===== config.mk =====
export PLATFORM = sky130hd
export DESIGN_NAME = i2c_cfg_sequencer
export DESIGN_NICKNAME = d
export VERILOG_FILES = /design/src/rtl/i2c_cfg_pkg.sv /design/src/rtl/i2c_gap_timer.sv /design/src/rtl/i2c_cfg_sequencer.sv
export SDC_FILE = /design/constraint.sdc
export NUM_CORES = 1
export LEC_CHECK = 0
export ABC_CLOCK_PERIOD_IN_PS = 3300
export CAP_MARGIN = 20
export CORE_AREA = 3 3 106 108
export CTS_BUF_LIST = sky130_fd_sc_hd__clkbuf_2
export CTS_CLUSTER_DIAMETER = 120
export CTS_CLUSTER_SIZE = 24
export DETAILED_ROUTE_END_ITERATION = 10
export DIE_AREA = 0 0 109 111
export PLACE_DENSITY = 0.55
export SETUP_SLACK_MARGIN = 0.15
export SLEW_MARGIN = 20
export SYNTH_ARGS = -nofsm -noshare
export SYNTH_HDL_FRONTEND = slang
export SYNTH_SLANG_ARGS = --single-unit
export TNS_END_PERCENT = 30

===== constraint.sdc =====
create_clock -name CLK -period 3.3 [get_ports CLK]
set_input_delay 0.495 -clock CLK [delete_from_list [all_inputs] [get_ports CLK]]
set_output_delay 0.495 -clock CLK [all_outputs]
set_load 0.01 [all_outputs]

===== src/rtl/i2c_cfg_pkg.sv =====
// Shared types and constants for the I2C boot-time configuration sequencer.
// Table entries are {slave_addr+W, reg_addr, data}; an all-ones entry ends the table.
package i2c_cfg_pkg;

  typedef enum logic [2:0] {
    StIdle,
    StFetch,
    StWaitRom,
    StIssue,
    StWaitXfer,
    StGap,
    StDone,
    StError
  } state_e;

  localparam logic [23:0] END_MARKER = 24'hFF_FFFF;

  localparam int unsigned SLV_HI = 23;
  localparam int unsigned SLV_LO = 16;
  localparam int unsigned REG_HI = 15;
  localparam int unsigned REG_LO = 8;
  localparam int unsigned DAT_HI = 7;
  localparam int unsigned DAT_LO = 0;

endpackage


===== src/rtl/i2c_gap_timer.sv =====
// Bus-idle gap timer: load arms a down-count of GAP_CYCLES; expired flags the
// final cycle of the gap so the owner can leave its gap state on that edge.
module i2c_gap_timer #(
  parameter int unsigned GAP_CYCLES = 250
) (
  input  logic clk,
  input  logic reset_n,
  input  logic load,
  output logic expired
);

  localparam int unsigned CntW = $clog2(GAP_CYCLES + 1);

  logic [CntW-1:0] cnt_q;

  always_ff @(posedge clk or negedge reset_n) begin
    if (!reset_n) begin
      cnt_q <= '0;
    end else if (load) begin
      cnt_q <= CntW'(GAP_CYCLES);
    end else if (cnt_q != '0) begin
      cnt_q <= cnt_q - CntW'(1);
    end
  end

  assign expired = (cnt_q == CntW'(1));

endmodule


===== src/rtl/i2c_cfg_sequencer.sv =====
// Boot-time configuration sequencer: walks the config ROM, hands each entry to the
// I2C write engine, retries NACKed writes and reports sticky done/error status.
module i2c_cfg_sequencer
  import i2c_cfg_pkg::*;
#(
  parameter int unsigned NUM_ENTRIES = 20,
  parameter int unsigned IDX_W       = 6,
  parameter int unsigned MAX_RETRY   = 3,
  parameter int unsigned GAP_CYCLES  = 250
) (
  input  logic             CLK,
  input  logic             reset_n,
  input  logic             start_n,
  output logic [IDX_W-1:0] tbl_addr,
  input  logic [23:0]      tbl_data,
  output logic             xfer_req,
  output logic [23:0]      xfer_data,
  input  logic             xfer_done,
  input  logic             xfer_nack,
  output logic             busy,
  output logic             done,
  output logic             error,
  output logic [IDX_W-1:0] err_index
);

  localparam int unsigned RetryW = (MAX_RETRY > 0) ? $clog2(MAX_RETRY + 1) : 1;

  state_e              state_q, state_d;
  logic [IDX_W-1:0]    idx_q, idx_d;
  logic [RetryW-1:0]   cnt_q, cnt_d;
  logic [23:0]         data_q, data_d;
  logic                done_q, done_d;
  logic                error_q, error_d;
  logic [IDX_W-1:0]    eidx_q, eidx_d;
  logic                gap_load;
  logic                gap_expired;

  i2c_gap_timer #(
    .GAP_CYCLES(GAP_CYCLES)
  ) u_gap_timer (
    .clk    (CLK),
    .reset_n(reset_n),
    .load   (gap_load),
    .expired(gap_expired)
  );

  always_ff @(posedge CLK or negedge reset_n) begin
    if (!reset_n) begin
      state_q <= StIdle;
      idx_q   <= '0;
      cnt_q   <= '0;
      data_q  <= '0;
      done_q  <= 1'b0;
      error_q <= 1'b0;
      eidx_q  <= '0;
    end else begin
      state_q <= state_d;
      idx_q   <= idx_d;
      cnt_q   <= cnt_d;
      data_q  <= data_d;
      done_q  <= done_d;
      error_q <= error_d;
      eidx_q  <= eidx_d;
    end
  end

  always_comb begin
    state_d  = state_q;
    idx_d    = idx_q;
    cnt_d    = cnt_q;
    data_d   = data_q;
    done_d   = done_q;
    error_d  = error_q;
    eidx_d   = eidx_q;
    gap_load = 1'b0;
    unique case (state_q)
      StIdle: begin
        if (!start_n) begin
          idx_d   = '0;
          cnt_d   = '0;
          done_d  = 1'b0;
          error_d = 1'b0;
          eidx_d  = '0;
          state_d = StFetch;
        end
      end
      StFetch:   state_d = StWaitRom;
      StWaitRom: begin
        if (tbl_data == END_MARKER) begin
          done_d  = 1'b1;
          state_d = StDone;
        end else begin
          data_d  = {tbl_data[SLV_HI:SLV_LO], tbl_data[REG_HI:REG_LO], tbl_data[DAT_HI:DAT_LO]};
          state_d = StIssue;
        end
      end
      StIssue:   state_d = StWaitXfer;
      StWaitXfer: begin
        if (xfer_done) begin
          if (!xfer_nack) begin
            cnt_d    = '0;
            idx_d    = idx_q + IDX_W'(1);
            gap_load = 1'b1;
            state_d  = StGap;
          end else if (cnt_q < RetryW'(MAX_RETRY)) begin
            // Same index is re-fetched after the gap.
            cnt_d    = cnt_q + RetryW'(1);
            gap_load = 1'b1;
            state_d  = StGap;
          end else begin
            error_d = 1'b1;
            eidx_d  = idx_q;
            state_d = StError;
          end
        end
      end
      StGap: begin
        if (gap_expired) begin
          if (idx_q == IDX_W'(NUM_ENTRIES)) begin
            done_d  = 1'b1;
            state_d = StDone;
          end else begin
            state_d = StFetch;
          end
        end
      end
      StDone, StError: state_d = StIdle;
      default:         state_d = StIdle;
    endcase
  end

  always_comb begin
    tbl_addr  = idx_q;
    xfer_req  = (state_q == StIssue) || (state_q == StWaitXfer);
    xfer_data = data_q;
    busy      = (state_q != StIdle) && (state_q != StDone) && (state_q != StError);
    done      = done_q;
    error     = error_q;
    err_index = eidx_q;
  end

endmodule


==> flow_summary.json, run 1 <==
{
  "clock-root-buffer": "clkbuf_2",
  "die_area_um2": 12100,
  "htree_num_levels": 2,
  "wl_per_cell_um": 13.9,
  "syn_avg_cell_area_um2": 11.8,
  "drcViolationCount": 0,
  "ant_nets": 0,
  "vias": 1857,
  "synth_cell_type_count": 44,
  "crit_arrival_ns": 2.02,
  "ys_ff_latch": 51,
  "grt-ovfl-total": 0,
  "yosys-top-cells-area": "dfrtp_1 (51%), mux2_4 (11%), mux2_2 (3.6%), nand2_1 (2.9%), ha_1 (2.5%)",
  "cellPowerDensity_nw_per_um2": 306,
  "cts_tree": "built",
  "status": "finished, final reports clean",
  "clock_latency_ns": 0.43,
  "r2r_start": "state_q[2]",
  "grt.total_usage": 0.0975,
  "synthXorXnorAreaFrac": 0.0316,
  "area_growth_pct": 34.6,
  "period_minus_slack_ns": 2.52,
  "rsz0062_at_grt": "no",
  "synth_area_um2": 2490,
  "final_common_cell": "clkdlybuf4s50_1",
  "finalSetupViolations": 0,
  "clock_sinks": 51,
  "hold_path.class": "input pin to async pin",
  "wirelength_um": 5790,
  "io_buffers": 68,
  "ios": 69,
  "dp_hpwl_um": 4150,
  "path_class": "flip-flop to output port",
  "setup_ws_ns": 0.781,
  "start_util": 0.242,
  "finalMaxSlewViolations": 0,
  "slew_headroom": 0.306,
  "fill_cells": 1044,
  "grt_pass1_vias": 1866,
  "hold_viol_final": 0,
  "whs_ns": 0.0805,
  "vias_per_cell": 4.46,
  "grt_pass1_wl_um": 9520,
  "antenna_cells": 0,
  "synth_top_family_by_area": "multiplexers",
  "synth_top_cell_by_area": "dfrtp_1",
  "row_count": 37,
  "clockBufferDepth": 2,
  "peakVddDrop_uv": 123,
  "min_period_over_period": 0.763,
  "place_ws_ns": 0.713,
  "drt_iter0_drc": 109,
  "finClkSkew_ns": 0.0141,
  "core-area_um2": 10300,
  "synth_nets": 245,
  "cp-startpoint": "state_q[1]",
  "total_leakage_power_nw": 1.39,
  "synthMuxAreaShare": 0.155,
  "clk_pin_slew_worst_paths_ns": 0.27,
  "cp-end-kind": "output port",
  "synth_compound_area_frac": 0.101,
  "die_w_um": 109,
  "final_cell_mix": "clkdlybuf4s50_1 (67), dfrtp_1 (51), nand2_1 (19), mux2_4 (19), nor2_1 (15)",
  "r2r_setup_slack_ns": 1.03,
  "gp_congestion": 0.751,
  "ys_seq_area_frac": 0.512,
  "ys_warn_count": 0,
  "syn_inst": 211,
  "worst_pin_slew_ns": 1.04,
  "antenna_found_initial": 0,
  "r2r_end": "xfer_data[23]",
  "start_kind": "flip-flop",
  "firstDrtPassIters": 4,
  "required_ns": 2.80,
  "maxCapViolations": 0,
  "max_freq_mhz": 397,
  "synthAdderAreaFrac": 0.0251,
  "worst_r2r_path_depth": 4,
  "drive_gt1_frac": 0.154,
  "grt_max_degree": 35,
  "cts_made_buffers": 5,
  "synth_top_area_share": 0.512,
  "finalSetupTns_ns": 0,
  "final_nets": 313,
  "cts_resized": 0,
  "cts_hold_buf": 0,
  "synth-simple-area-share": 0.147,
  "die-height_um": 111,
  "cts_setup_buffers": 0,
  "worstPathMaxFanout": 15
}
[registers in the layout, summed over array words and instances (netlist names)]
register           cells
done                   1
cnt_q                  2
xfer_data             24
err_index              6
tbl_addr               6
error                  1
state_q                3
u_gap_timer.cnt_q      8
[metrics by stage]
step                cells  instance area [µm²]  total power [mW]  utilization
detailed placement    408                 3310             0.780        0.321
global route          416                 3360              1.08        0.325
floorplan             211                 2490             0.692            -
global placement      408                 3310             0.780        0.321
CTS                   416                 3360              1.05        0.325
finish                416                 3360              1.03        0.325
[layout make-up]
type / count / area [µm²] / area share
timing repair buffer: 70 / 691 / 0.206
clock inverter: 3 / 18.8 / 0.00559
tap: 136 / 170 / 0.0507
sequential: 51 / 1280 / 0.380
multi-input combinational: 145 / 1150 / 0.343
inverter: 6 / 22.5 / 0.00671
clock buffer: 5 / 25.0 / 0.00746
[worst max-delay path by stage]
stage / end / slack [ns] / cells after the start
after floorplan: xfer_data[0] / 1.59 / 5
after CTS: busy / 0.70 / 3
after global routing: busy / 0.54 / 3
after global placement: xfer_data[19] / 0.74 / 5
after detailed placement: xfer_data[18] / 0.71 / 5
final: xfer_req / 0.78 / 4
[cells in the mapped netlist (all sizes together)]
cell type / instances
or4: 2
nor2: 15
xor2: 4
clkbuf: 6
a2111oi: 1
nor4: 3
nand2b: 2
inv: 6
a22o: 6
nand3b: 1
dfrtp: 51
a21o: 1
a211oi: 1
o2111ai: 2
o211a: 1
a31oi: 3
and2: 3
nand3: 3
xnor2: 5
ha: 5
nor4b: 1
o221ai: 1
buf: 3
nor3: 5
mux2i: 1
a211o: 1
a21oi: 5
o211ai: 3
mux2: 27
and3b: 1
or3: 3
o21ai: 7
nand2: 19
o22ai: 2
nand4: 7
o31ai: 1
and3: 3
[where the power goes]
group          total [mW]  switching (mW)  internal, mW
registers           0.649         0.00804         0.641
clock network       0.257           0.204        0.0533
logic               0.119          0.0446        0.0741
[cell families (layout without fill, tap and decap cells)]
logic type               after synthesis  after routing
AND/OR/NAND/NOR                       68             68
XOR/XNOR                               9              9
AO/OA/AOI/OAI                         35             35
multiplexers                          28             28
flip-flops                            51             51
adder cells (fa/ha/maj)                5              5
buffers and inverters                 15             84
[worst max-delay path, cell delays in order, from the launching register on]
cell and delay, ns:
dfrtp_1 0.62, nor2_1 0.21, nand2_1 0.06, o21ai_0 0.12, clkdlybuf4s50_1 0.58
[layer usage]
| metal | track usage | wire length [µm] | vias to the layer above | share of wire |
|---|---|---|---|---|
| li1 | - | - | 895 | - |
| met1 | 0.142 | 2900 | 903 | 0.50 |
| met2 | 0.138 | 2500 | 55 | 0.43 |
| met3 | 0.0262 | 348 | 4 | 0.060 |
| met4 | 0.0311 | 48 | 0 | 0.0083 |
| met5 | 0 | 0 | - | 0 |
Power figures use the tool's default switching activity.
==> run 2, diff against run 1 <==
--- a/config.mk
+++ b/config.mk
@@ -5,7 +5,7 @@
 export SDC_FILE = /design/constraint.sdc
 export NUM_CORES = 1
 export LEC_CHECK = 0
-export ABC_CLOCK_PERIOD_IN_PS = 3300
+export ABC_CLOCK_PERIOD_IN_PS = 2630
 export CAP_MARGIN = 20
 export CORE_AREA = 3 3 106 108
 export CTS_BUF_LIST = sky130_fd_sc_hd__clkbuf_2
==> constraint.sdc (replaced) <==
create_clock -name CLK -period 2.63 [get_ports CLK]
set_input_delay 0.3945 -clock CLK [delete_from_list [all_inputs] [get_ports CLK]]
set_output_delay 0.3945 -clock CLK [all_outputs]
set_load 0.01 [all_outputs]
==> run 2 against run 1 <==
Non-clock buffer count rose by 9; clock power increased by 34%; via count increased by 3.6%; die area did not move; critical path depth did not move; first-iteration DRC count grew 3.7%; combinational power up 27%; sequential power increased by 26%; core utilization grew 0.98 points; clock skew grew 0.012 ns; cell count grew 2.2%; power is 28% higher; critical endpoint is now busy; largest power group unchanged; highest routed layer unchanged.
==> flow_summary.json, run 2 (same netlist as run 1, synthesis figures left out) <==
{
  "status": "finished, final reports clean",
  "multiInputGateArea_um2": 1150,
  "cp-end-kind": "output port",
  "worst_path_dominant_cell_family": "buffers and inverters",
  "wirelength_um": 5940,
  "row_count": 37,
  "finalSetupViolations": 0,
  "vias_per_cell": 4.52,
  "cts_tree": "built",
  "hold_viol_final": 0,
  "cellPowerDensity_nw_per_um2": 379,
  "die-height_um": 111,
  "grt_max_degree": 26,
  "finalSetupTns_ns": 0,
  "rsz0062_at_grt": "yes",
  "peakVddDrop_uv": 168,
  "final_cell_mix": "clkdlybuf4s50_1 (66), dfrtp_1 (51), nand2_1 (19), mux2_4 (19), nor2_1 (15)",
  "postPlaceCellArea_um2": 3360,
  "htree_num_levels": 2,
  "min_period_over_period": 0.861,
  "clockBufferDepth": 2,
  "ios": 69,
  "gp_congestion": 0.756,
  "firstDrtPassIters": 4,
  "grt_pass1_vias": 1960,
  "hold_path.class": "input pin to async pin",
  "drt_iter0_drc": 113,
  "drive_gt1_frac": 0.176,
  "start_kind": "flip-flop",
  "total_leakage_power_nw": 1.45,
  "worstPathMaxFanout": 20,
  "placed_cells": 415,
  "dp_hpwl_um": 4400,
  "slowest_delay_ns": 0.56,
  "clock-root-buffer": "clkbuf_2",
  "path_class": "flip-flop to output port",
  "worst_pin_slew_ns": 0.615,
  "die_w_um": 109,
  "clk_pin_slew_worst_paths_ns": 0.29,
  "drcViolationCount": 0,
  "grt.total_usage": 0.101,
  "required_ns": 2.24,
  "start_util": 0.242,
  "period_minus_slack_ns": 2.26,
  "largest_register_ff_count": 24,
  "final_util": 0.335,
  "io_buffers": 68,
  "fin_cells": 425,
  "crit_cells": 4,
  "final_nets": 322,
  "cts_setup_buffers": 0,
  "vias": 1923,
  "finalPower_mw": 1.31,
  "ant_nets": 0,
  "grt-ovfl-total": 0,
  "grt_pass1_wl_um": 9910,
  "clock_latency_ns": 0.45,
  "final_common_cell": "clkdlybuf4s50_1",
  "finalMaxSlewViolations": 0,
  "cp_slowest_cell": "clkdlybuf4s50_1",
  "core-area_um2": 10300,
  "finClkSkew_ns": 0.0261,
  "die_area_um2": 12100,
  "cts_made_buffers": 5,
  "cp_num_buf_inv": 2,
  "fill_cells": 1019,
  "worst_r2r_path_depth": 5,
  "max_freq_mhz": 442,
  "stdcell_area_um2": 3460,
  "maxCapViolations": 0,
  "regArea_um2": 1280,
  "worstPathCellList": "buf_4 -> nor3_1 -> a21oi_1 -> clkdlybuf4s50_1",
  "slew_headroom": 0.587,
  "antenna_cells": 0,
  "crit_arrival_ns": 1.87,
  "area_growth_pct": 38.6,
  "clock_sinks": 51,
  "wl_per_cell_um": 14.0,
  "antenna_found_initial": 0
}
## run 2: where the power goes
group	switching [mW]	total, mW	internal [mW]
Sequential	0.0103	0.815	0.805
Clock	0.270	0.344	0.0742
Combinational	0.0565	0.151	0.0949
## run 2: layout make-up
class	count	area share
clock buffer	5	0.00724
multi-input combinational	145	0.333
timing repair buffer	79	0.227
inverter	6	0.00651
sequential	51	0.369
tap	136	0.0492
clock inverter	3	0.00796
## run 2: per-stage QoR
stage	hold slack [ns]	setup slack [ns]
final	0.405	0.366
after global routing	0.393	0.143
after CTS	0.405	0.221
after detailed placement	0.413	0.125
after global placement	0.400	0.179
after floorplan	0.0989	0.970
## run 2: timing repair
item | 4_1_cts | 5_1_grt
resized for setup | 0 | 1
hold endpoints to repair | 21 | 0
hold buffers | 1 | 0
endpoints found under the setup margin | 0 | 2
## run 2: final timing paths
path / from / slack [ns] / to
max in group asynchronous: reset_n / 1.58 / tbl_addr[2]
min: reset_n / 0.40 / xfer_data[3]
max reg2reg: state_q[0] / 0.79 / xfer_data[20]
min reg2reg: error / 0.51 / error
max: state_q[2] / 0.37 / busy
min in group CLK: error / 0.51 / error
## run 2: layer usage
metal | up-vias | GRT usage | wire length (µm)
met1 | 945 | 0.142 | 2870
met5 | - | 0 | 0
met2 | 52 | 0.150 | 2590
li1 | 918 | - | -
met4 | 0 | 0.0278 | 73
met3 | 8 | 0.0320 | 402
## run 2: worst reg2reg max path, delay by kind of cell, from the launching register on
family | cells | cell delay [ns]
compound gates | 1 | 0.44
mux | 1 | 0.34
simple gates | 2 | 0.24
buf+inv | 1 | 0.23
flops | 1 | 0.53
==> run 3, diff against run 2 <==
--- a/config.mk
+++ b/config.mk
@@ -7,12 +7,12 @@
 export LEC_CHECK = 0
 export ABC_CLOCK_PERIOD_IN_PS = 2630
 export CAP_MARGIN = 20
-export CORE_AREA = 3 3 106 108
+export CORE_AREA = 2 2 105 107
 export CTS_BUF_LIST = sky130_fd_sc_hd__clkbuf_2
 export CTS_CLUSTER_DIAMETER = 120
 export CTS_CLUSTER_SIZE = 24
 export DETAILED_ROUTE_END_ITERATION = 10
-export DIE_AREA = 0 0 109 111
+export DIE_AREA = 0 0 107 109
 export PLACE_DENSITY = 0.55
 export SETUP_SLACK_MARGIN = 0.15
 export SLEW_MARGIN = 20
==> run 3 against run 2 <==
Highest routed layer unchanged; hold slack lost 0.0097 ns; sequential power barely moved; combinational power hardly changed; critical path type unchanged; via count fell by 2.7%; clock skew is 0.0060 ns higher; critical endpoint unchanged; power increased by 0.75%.
==> flow_summary.json, run 3 (same netlist as run 1, synthesis figures left out) <==
{
  "status": "finished, final reports clean",
  "r2r_start": "state_q[0]",
  "clockPowerShare": 0.267,
  "seqPwrFrac": 0.618,
  "cts_made_buffers": 5,
  "final_common_cell": "clkdlybuf4s50_1",
  "die_w_um": 107,
  "finalMaxSlewViolations": 0,
  "clock_sinks": 51,
  "grt-ovfl-total": 0,
  "clock_latency_ns": 0.46,
  "grt.total_usage": 0.104,
  "ios": 69,
  "die_area_um2": 11700,
  "row_count": 38,
  "start_util": 0.235,
  "clockBufferDepth": 2,
  "final_cell_mix": "clkdlybuf4s50_1 (66), dfrtp_1 (50), nand2_1 (19), mux2_4 (19), nor2_1 (15)",
  "die-height_um": 109,
  "peakVddDrop_uv": 166,
  "drcViolationCount": 0,
  "grt_max_degree": 52,
  "required_ns": 2.24,
  "antenna_cells": 0,
  "hold_path.class": "input pin to async pin",
  "slew_headroom": 0.297,
  "r2r_setup_slack_ns": 0.65,
  "drive_gt1_frac": 0.174,
  "antenna_found_initial": 0,
  "cp_slowest_cell": "clkdlybuf4s50_1",
  "total_leakage_power_nw": 1.44,
  "io_buffers": 68,
  "area_growth_pct": 38.0,
  "path_class": "flip-flop to output port",
  "clk_pin_slew_worst_paths_ns": 0.30,
  "start_kind": "flip-flop",
  "min_period_over_period": 0.862,
  "worst_pin_slew_ns": 1.05,
  "finalSetupTns_ns": 0,
  "crit_arrival_ns": 1.87,
  "maxCapViolations": 0,
  "max_freq_mhz": 441,
  "gp_congestion": 0.762,
  "setup.worst_path.end": "busy",
  "final_util": 0.325,
  "fill_cells": 1066,
  "grt_pass1_wl_um": 9620,
  "dp_hpwl_um": 4150,
  "rsz0062_at_grt": "yes",
  "slowest_delay_ns": 0.57,
  "period_minus_slack_ns": 2.27,
  "wl_per_cell_um": 13.5,
  "final_nets": 320,
  "clock-root-buffer": "clkbuf_2",
  "largest_register_ff_count": 24,
  "p_int_mw": 0.975,
  "cts_tree": "built",
  "swShare": 0.261,
  "vias": 1872,
  "vias_per_cell": 4.38,
  "wirelength_um": 5760,
  "core-area_um2": 10600,
  "ant_nets": 0,
  "cp-startpoint": "state_q[0]",
  "drt_iter0_drc": 137,
  "finalSetupViolations": 0,
  "finClkSkew_ns": 0.0321,
  "htree_num_levels": 2,
  "hold_viol_final": 0,
  "r2r_end": "xfer_data[19]",
  "worst_r2r_path_depth": 4,
  "power_frac_comb": 0.115,
  "worstPathCellList": "buf_4 -> nor3_1 -> a21oi_1 -> clkdlybuf4s50_1",
  "firstDrtPassIters": 4,
  "worstPathMaxFanout": 10,
  "cts_setup_buffers": 0,
  "grt_pass1_vias": 1950,
  "cellPowerDensity_nw_per_um2": 384,
  "cp-end-kind": "output port",
  "p_switching_mw": 0.345
}
## run 3: worst min-delay path by stage
stage,depth (start not counted),end,from
2_1_floorplan,0,cnt_q[0],reset_n
3_3_place_gp,2,xfer_data[22],reset_n
3_5_place_dp,2,xfer_data[22],reset_n
4_1_cts,3,xfer_data[22],reset_n
5_1_grt,3,xfer_data[2],reset_n
6_report,3,xfer_data[22],reset_n
## run 3: critical path, delay by kind of cell (launching register included)
family                 cells  cell delay (ns)
buffers and inverters      2             0.76
flip-flops                 1             0.47
AO/OA/AOI/OAI              1             0.16
AND/OR/NAND/NOR            1             0.06
## run 3: layout make-up
class	count	area [µm²]	area share
Clock buffer	5	25.0	0.00727
Clock inverter	3	27.5	0.00800
Inverter	6	22.5	0.00655
Multi-Input combinational cell	145	1150	0.335
Sequential cell	51	1280	0.371
Tap cell	140	175	0.0509
Timing Repair Buffer	77	761	0.221
## run 3: timing repair
item / CTS / global route
endpoints found under the hold margin: 51 / 0
setup endpoints to repair: 1 / 2
hold buffers: 1 / 0
gates resized for setup: 1 / 2
## run 3: stage by stage
stage               area [µm²]  instances  power, mW  setup slack, ns  hold WS [ns]
floorplan                 2490        211      0.869            0.970        0.0989
global placement          3370        418      0.982            0.163         0.413
detailed placement        3370        418      0.982            0.101         0.414
CTS                       3440        427       1.35            0.151         0.394
global route              3440        427       1.39            0.140         0.357
finish                    3440        427       1.32            0.363         0.395
## run 3: per-layer routing
metal  GRT usage  up-vias  wire length [µm]
li1            -      916                 -
met1       0.142      901              2860
met2       0.158       46              2490
met3      0.0275        9               302
met4      0.0380        0               106
met5           0        -                 0
## run 3: power by group through the flow
stage / sequential [mW] / clock (mW) / combinational (mW)
final: 0.816 / 0.352 / 0.152
after global routing: 0.820 / 0.407 / 0.165
after CTS: 0.817 / 0.375 / 0.155
after detailed placement: 0.829 / 0 / 0.153
after global placement: 0.829 / 0 / 0.153
after floorplan: 0.837 / 0 / 0.0322
==> RTL change 1, RTL diff (config.mk and constraints of run 2) <==
Set the parameter `IDX_W` to 5 (it was 6).
--- a/src/rtl/i2c_cfg_sequencer.sv
+++ b/src/rtl/i2c_cfg_sequencer.sv
@@ -4,7 +4,7 @@
   import i2c_cfg_pkg::*;
 #(
   parameter int unsigned NUM_ENTRIES = 20,
-  parameter int unsigned IDX_W       = 6,
+  parameter int unsigned IDX_W       = 5,
   parameter int unsigned MAX_RETRY   = 3,
   parameter int unsigned GAP_CYCLES  = 250
 ) (
Ports: changed (resized err_index and tbl_addr); port bits go from 69 to 67. No check against the original RTL was run, so the function may have changed too.
==> RTL change 1 against run 2 <==
Fmax increased by 0.24%. Core utilization shrank 1.8 points. Design area decreased by 5.3%. Clock skew decreased by 3.1 ps. Sequential cell count is 2 lower. Register-to-register slack worse by 300 ps. Synthesized area decreased by 3.9%. Non-clock buffer count shrank 10. Routed wire length fell by 8.6%. First-iteration DRC count is 15% lower. Setup slack gained 5.5 ps. Hold slack worse by 370 ps. Highest routed layer unchanged.
Power is not compared: it rests on default switching activity, and its combinational part moved more than twofold at a synthesized area within 25%.
==> RTL change 1: results (changes against run 2) <==
Run status:
- The flow ran to the end, and the final reports show no timing, DRC or antenna violations.

CTS:
- The number of buffers inserted to repair setup after CTS is 0 (unchanged).
- The clock latency reported for the late side of the worst-skew pair came to 420 ps (-30 ps).
- The CTS clock-pin slew for the worst setup and hold paths is 240 ps (-50 ps).

Power:
- The power consumed by combinational cells is 1.54 mW.
- The power density over the cells is 984 nW/um^2.

Cells and area:
- The clock-cell share of area is 2.03% (+0.51 points).
- The multi-input combinational area share is 33.8% (+0.50 points).
- The number of buffers other than clock buffers in the final layout is 69 (-13%).
- The share of final-layout standard cells stronger than drive strength 1 came to 16.8% (-0.86 points).
- The fraction of area in non-clock buffers is 20.7% (-1.9 points).
- The final-stage net count is 302 (-6.2%).

Drt:
- The final wirelength is 5.43 mm (-8.6%).
- The average vias per placed instance is 4.32 (-4.5%).
- The wire length on met1 is 2.63 mm (-8.1%).
- The via count is 1746 (-9.2%).
- The detailed router's first-iteration violation count is 96 (-15%).
- The met2 wirelength from detailed routing is 2.39 mm (-7.9%).
- The wire length on met3 came to 361 um (-10%).
- The detailed-routing iteration count for the pre-antenna-repair pass is 4 (unchanged).

Synthesis:
- The average cell area after synthesis came to 12.2 sq um (+2.9%).
- After synthesis, the cell types taking the most area are sky130_fd_sc_hd__dfrtp_1, sky130_fd_sc_hd__mux2_4, sky130_fd_sc_hd__mux2_2.
- The commonest cells after synthesis are sky130_fd_sc_hd__dfrtp_1, sky130_fd_sc_hd__mux2_4, sky130_fd_sc_hd__nor2_1.
- The fraction of the mapped netlist area in compound gates came to 8.41% (-1.7 points).
- The share of synthesized cell area in full adder, half adder and majority cells is 3.13% (+0.62 points).
- The mux share of post-synthesis cell area was 15.6% (+0.16 points).
- The sequential share of the synthesized area is 51.2% (about the same).
- The number of synthesized register bits is 49 (-3.9%).
- The synthesized netlist net count is 232 (-5.3%).
- The xor-xnor portion of the synthesized cell area is 2.92% (-0.24 points).

Critical path:
- The critical-path maximum fanout was 8 (-60%).
- The worst stage delay on the critical path is 590 ps (+30 ps).

Timing:
- The headroom to the max-slew limit is 31.3% (-27 points).
- The setup skew after layout is 23.0 ps (-3.11 ps).

Global route:
- The via count of the first global-routing pass is 1820 (-7.1%).
- The largest net degree at the start of global routing was 50 (+92%).

Place:
- The post-detailed-placement cell area came to 3200 sq um (-4.8%).
- The number of input and output port buffers inserted came to 66 (-2.9%).
- The global placer's final weighted congestion is 0.754 (-0.21%).
- The worst setup timing slack at the placement stage came to 110 ps (-14.6 ps).
- The total placed cells including tap cells is 396 (-4.6%).
- The detailed-placement wirelength estimate came to 4.00 mm (-9.1%).
-- RTL change 1: path summary, 6_finish.rpt --
check	from	endpoint	slack [ps]	cells after the start
max in group asynchronous	reset_n	state_q[0]$_DFFE_PN0P_	2120	2
worst max register to register	state_q[1]$_DFFE_PN0P_	xfer_data[13]$_DFFE_PN0P_	490	4
worst max-delay path	state_q[1]$_DFFE_PN0P_	xfer_req	370	3
min in group CLK	error$_DFFE_PN0P_	error$_DFFE_PN0P_	520	1
worst min-delay path	reset_n	xfer_data[19]$_DFFE_PN0P_	30	2
worst min register to register	error$_DFFE_PN0P_	error$_DFFE_PN0P_	520	1
-- RTL change 1: per-layer routing --
layer	global-route usage [%]	vias to the layer above
li1	-	856
met1	13.1	837
met2	14.2	49
met3	2.50	4
met4	2.27	0
met5	0	-
==> RTL change 2, RTL diff (settings of run 2) <==
Made on the original files. `data_q` no longer has a reset.
--- a/src/rtl/i2c_cfg_sequencer.sv
+++ b/src/rtl/i2c_cfg_sequencer.sv
@@ -49,7 +49,6 @@
       state_q <= StIdle;
       idx_q   <= '0;
       cnt_q   <= '0;
-      data_q  <= '0;
       done_q  <= 1'b0;
       error_q <= 1'b0;
       eidx_q  <= '0;
@@ -57,11 +56,14 @@
       state_q <= state_d;
       idx_q   <= idx_d;
       cnt_q   <= cnt_d;
-      data_q  <= data_d;
       done_q  <= done_d;
       error_q <= error_d;
       eidx_q  <= eidx_d;
     end
+  end
+
+  always_ff @(posedge CLK) begin
+    data_q <= data_d;
   end
 
   always_comb begin
Behaviour: differs if reset_n is asserted again (counterexample within 4 cycles, from zero or initial values and one cycle with reset_n low); with reset_n held inactive, the same outputs for 10 cycles.
==> RTL change 2 against run 2 <==
Sequential cell count is the same. Design area shrank 7.0%. Critical path type unchanged. Routed wire length shrank 11%. Non-clock buffer count grew 2. Synthesized cell count shrank 12%. Hold slack lost 96 ps. Cell count shrank 4.2%. Register-to-register slack lost 50 ps. Core utilization shrank 2.4 points. Setup slack lost 91 ps. Synthesized area shrank 11%.
Power is not compared: it rests on default switching activity, and its combinational part moved more than twofold at a synthesized area within 25%.
==> RTL change 2: results (changes against run 2) <==
Place:
- The global placer's final weighted congestion is 0.750 (-0.77%).
- The detailed-placement wirelength estimate is 3.89 mm (-12%).

CTS:
- The clock latency reported for the late side of the worst-skew pair is 410 ps (-40 ps).

Global route:
- The global routing met2 resource utilization is 13.4% (-1.6 points).
- The met3 track utilization from global routing was 2.21% (-0.99 points).
- The initial antenna violation count was 1 (+1).
- The first-pass GRT wire length is 8.59 mm (-13%).
- The largest net degree at the start of global routing is 28 (+7.7%).
- The global-route total usage across every layer is 8.85% (-1.3 points).

Synthesis:
- The proportion of register bits with asynchronous set or reset after synthesis was 52.9% (-47 points).
- The mux share of post-synthesis cell area is 1.41% (-14 points).
- The fraction of the mapped netlist area in compound gates was 12.3% (+2.2 points).
- The number of enable flip-flop cells after synthesis is 24 (+24).
- Sorting the synthesized cells by area gives the leading types as sky130_fd_sc_hd__edfxtp_1, sky130_fd_sc_hd__dfrtp_1, sky130_fd_sc_hd__nand2_1.
- The share of synthesized cell area in full adder, half adder and majority cells came to 2.82% (+0.31 points).
- The instance count of the mapped netlist came to 185 (-12%).
- The sequential share of the synthesized area is 63.0% (+12 points).
- The xor-xnor portion of the synthesized cell area is 1.19% (-2.0 points).
- The commonest cells after synthesis are sky130_fd_sc_hd__dfrtp_1, sky130_fd_sc_hd__edfxtp_1, sky130_fd_sc_hd__nand2_1.

Critical path:
- The critical-path maximum fanout is 5 (-75%).
- The worst stage delay on the critical path came to 500 ps (-60 ps).
- The endpoint identified for the worst register-to-register timing path is tbl_addr[5]$_DFFE_PN0P_.

Cells and area:
- The share of final-layout standard cells stronger than drive strength 1 is 11.5% (-6.2 points).
- The clock-cell share of area is 1.99% (+0.47 points).
- The count of fill cells added during filler insertion is 1039 (+2.0%).
- The number of non-clock inverters is 8 (+2).
- The final instance count without filler cells was 407 (-4.2%).
- The multi-input combinational cell count is 122 (-16%).
- The sequential portion of the cell area is 43.5% (+6.6 points).

Drt:
- The wire length on met1 is 2.36 mm (-18%).
- The wire length on met3 is 439 um (+9.2%).
- The detailed-route wire length per cell is 13.0 um (-6.8%).
- The met2 wirelength from detailed routing came to 2.45 mm (-5.6%).
- The detailed router's first-iteration violation count is 111 (-1.8%).

Timing:
- The setup skew after layout is 13.0 ps (-13.1 ps).
- The headroom to the max-slew limit is 59.1% (+0.36 points).
- The clock period minus worst slack was 2360 ps (+91.0 ps).

Run status:
- The flow ran to the end, and the final reports show no timing, DRC or antenna violations.
==> RTL change 2: cell types whose count changed after synthesis, moves of 3 or more <==
cell                              run 2  this run
sky130_fd_sc_hd__xor2_1               4         1
sky130_fd_sc_hd__a31oi_1              3         0
sky130_fd_sc_hd__mux2_2               8         1
sky130_fd_sc_hd__mux2_4              19         0
sky130_fd_sc_hd__xnor2_1              5         2
sky130_fd_sc_hd__a21oi_1              4         8
sky130_fd_sc_hd__and2_1               3         0
sky130_fd_sc_hd__nand3_1              3         7
sky130_fd_sc_hd__edfxtp_1             0        24
sky130_fd_sc_hd__nand2_1             19        22
sky130_fd_sc_hd__clkbuf_1             6         1
sky130_fd_sc_hd__o21ai_0              6         9
sky130_fd_sc_hd__dfrtp_1             51        27
==> RTL change 2: through the flow <==
stage,hold slack (ps),total power [mW],area (sq um)
floorplan,98.9,0.857,2220
CTS,296,1.32,3140
global placement,467,0.916,3070
finish,309,1.30,3210
global route,268,1.36,3210
detailed placement,477,0.918,3070
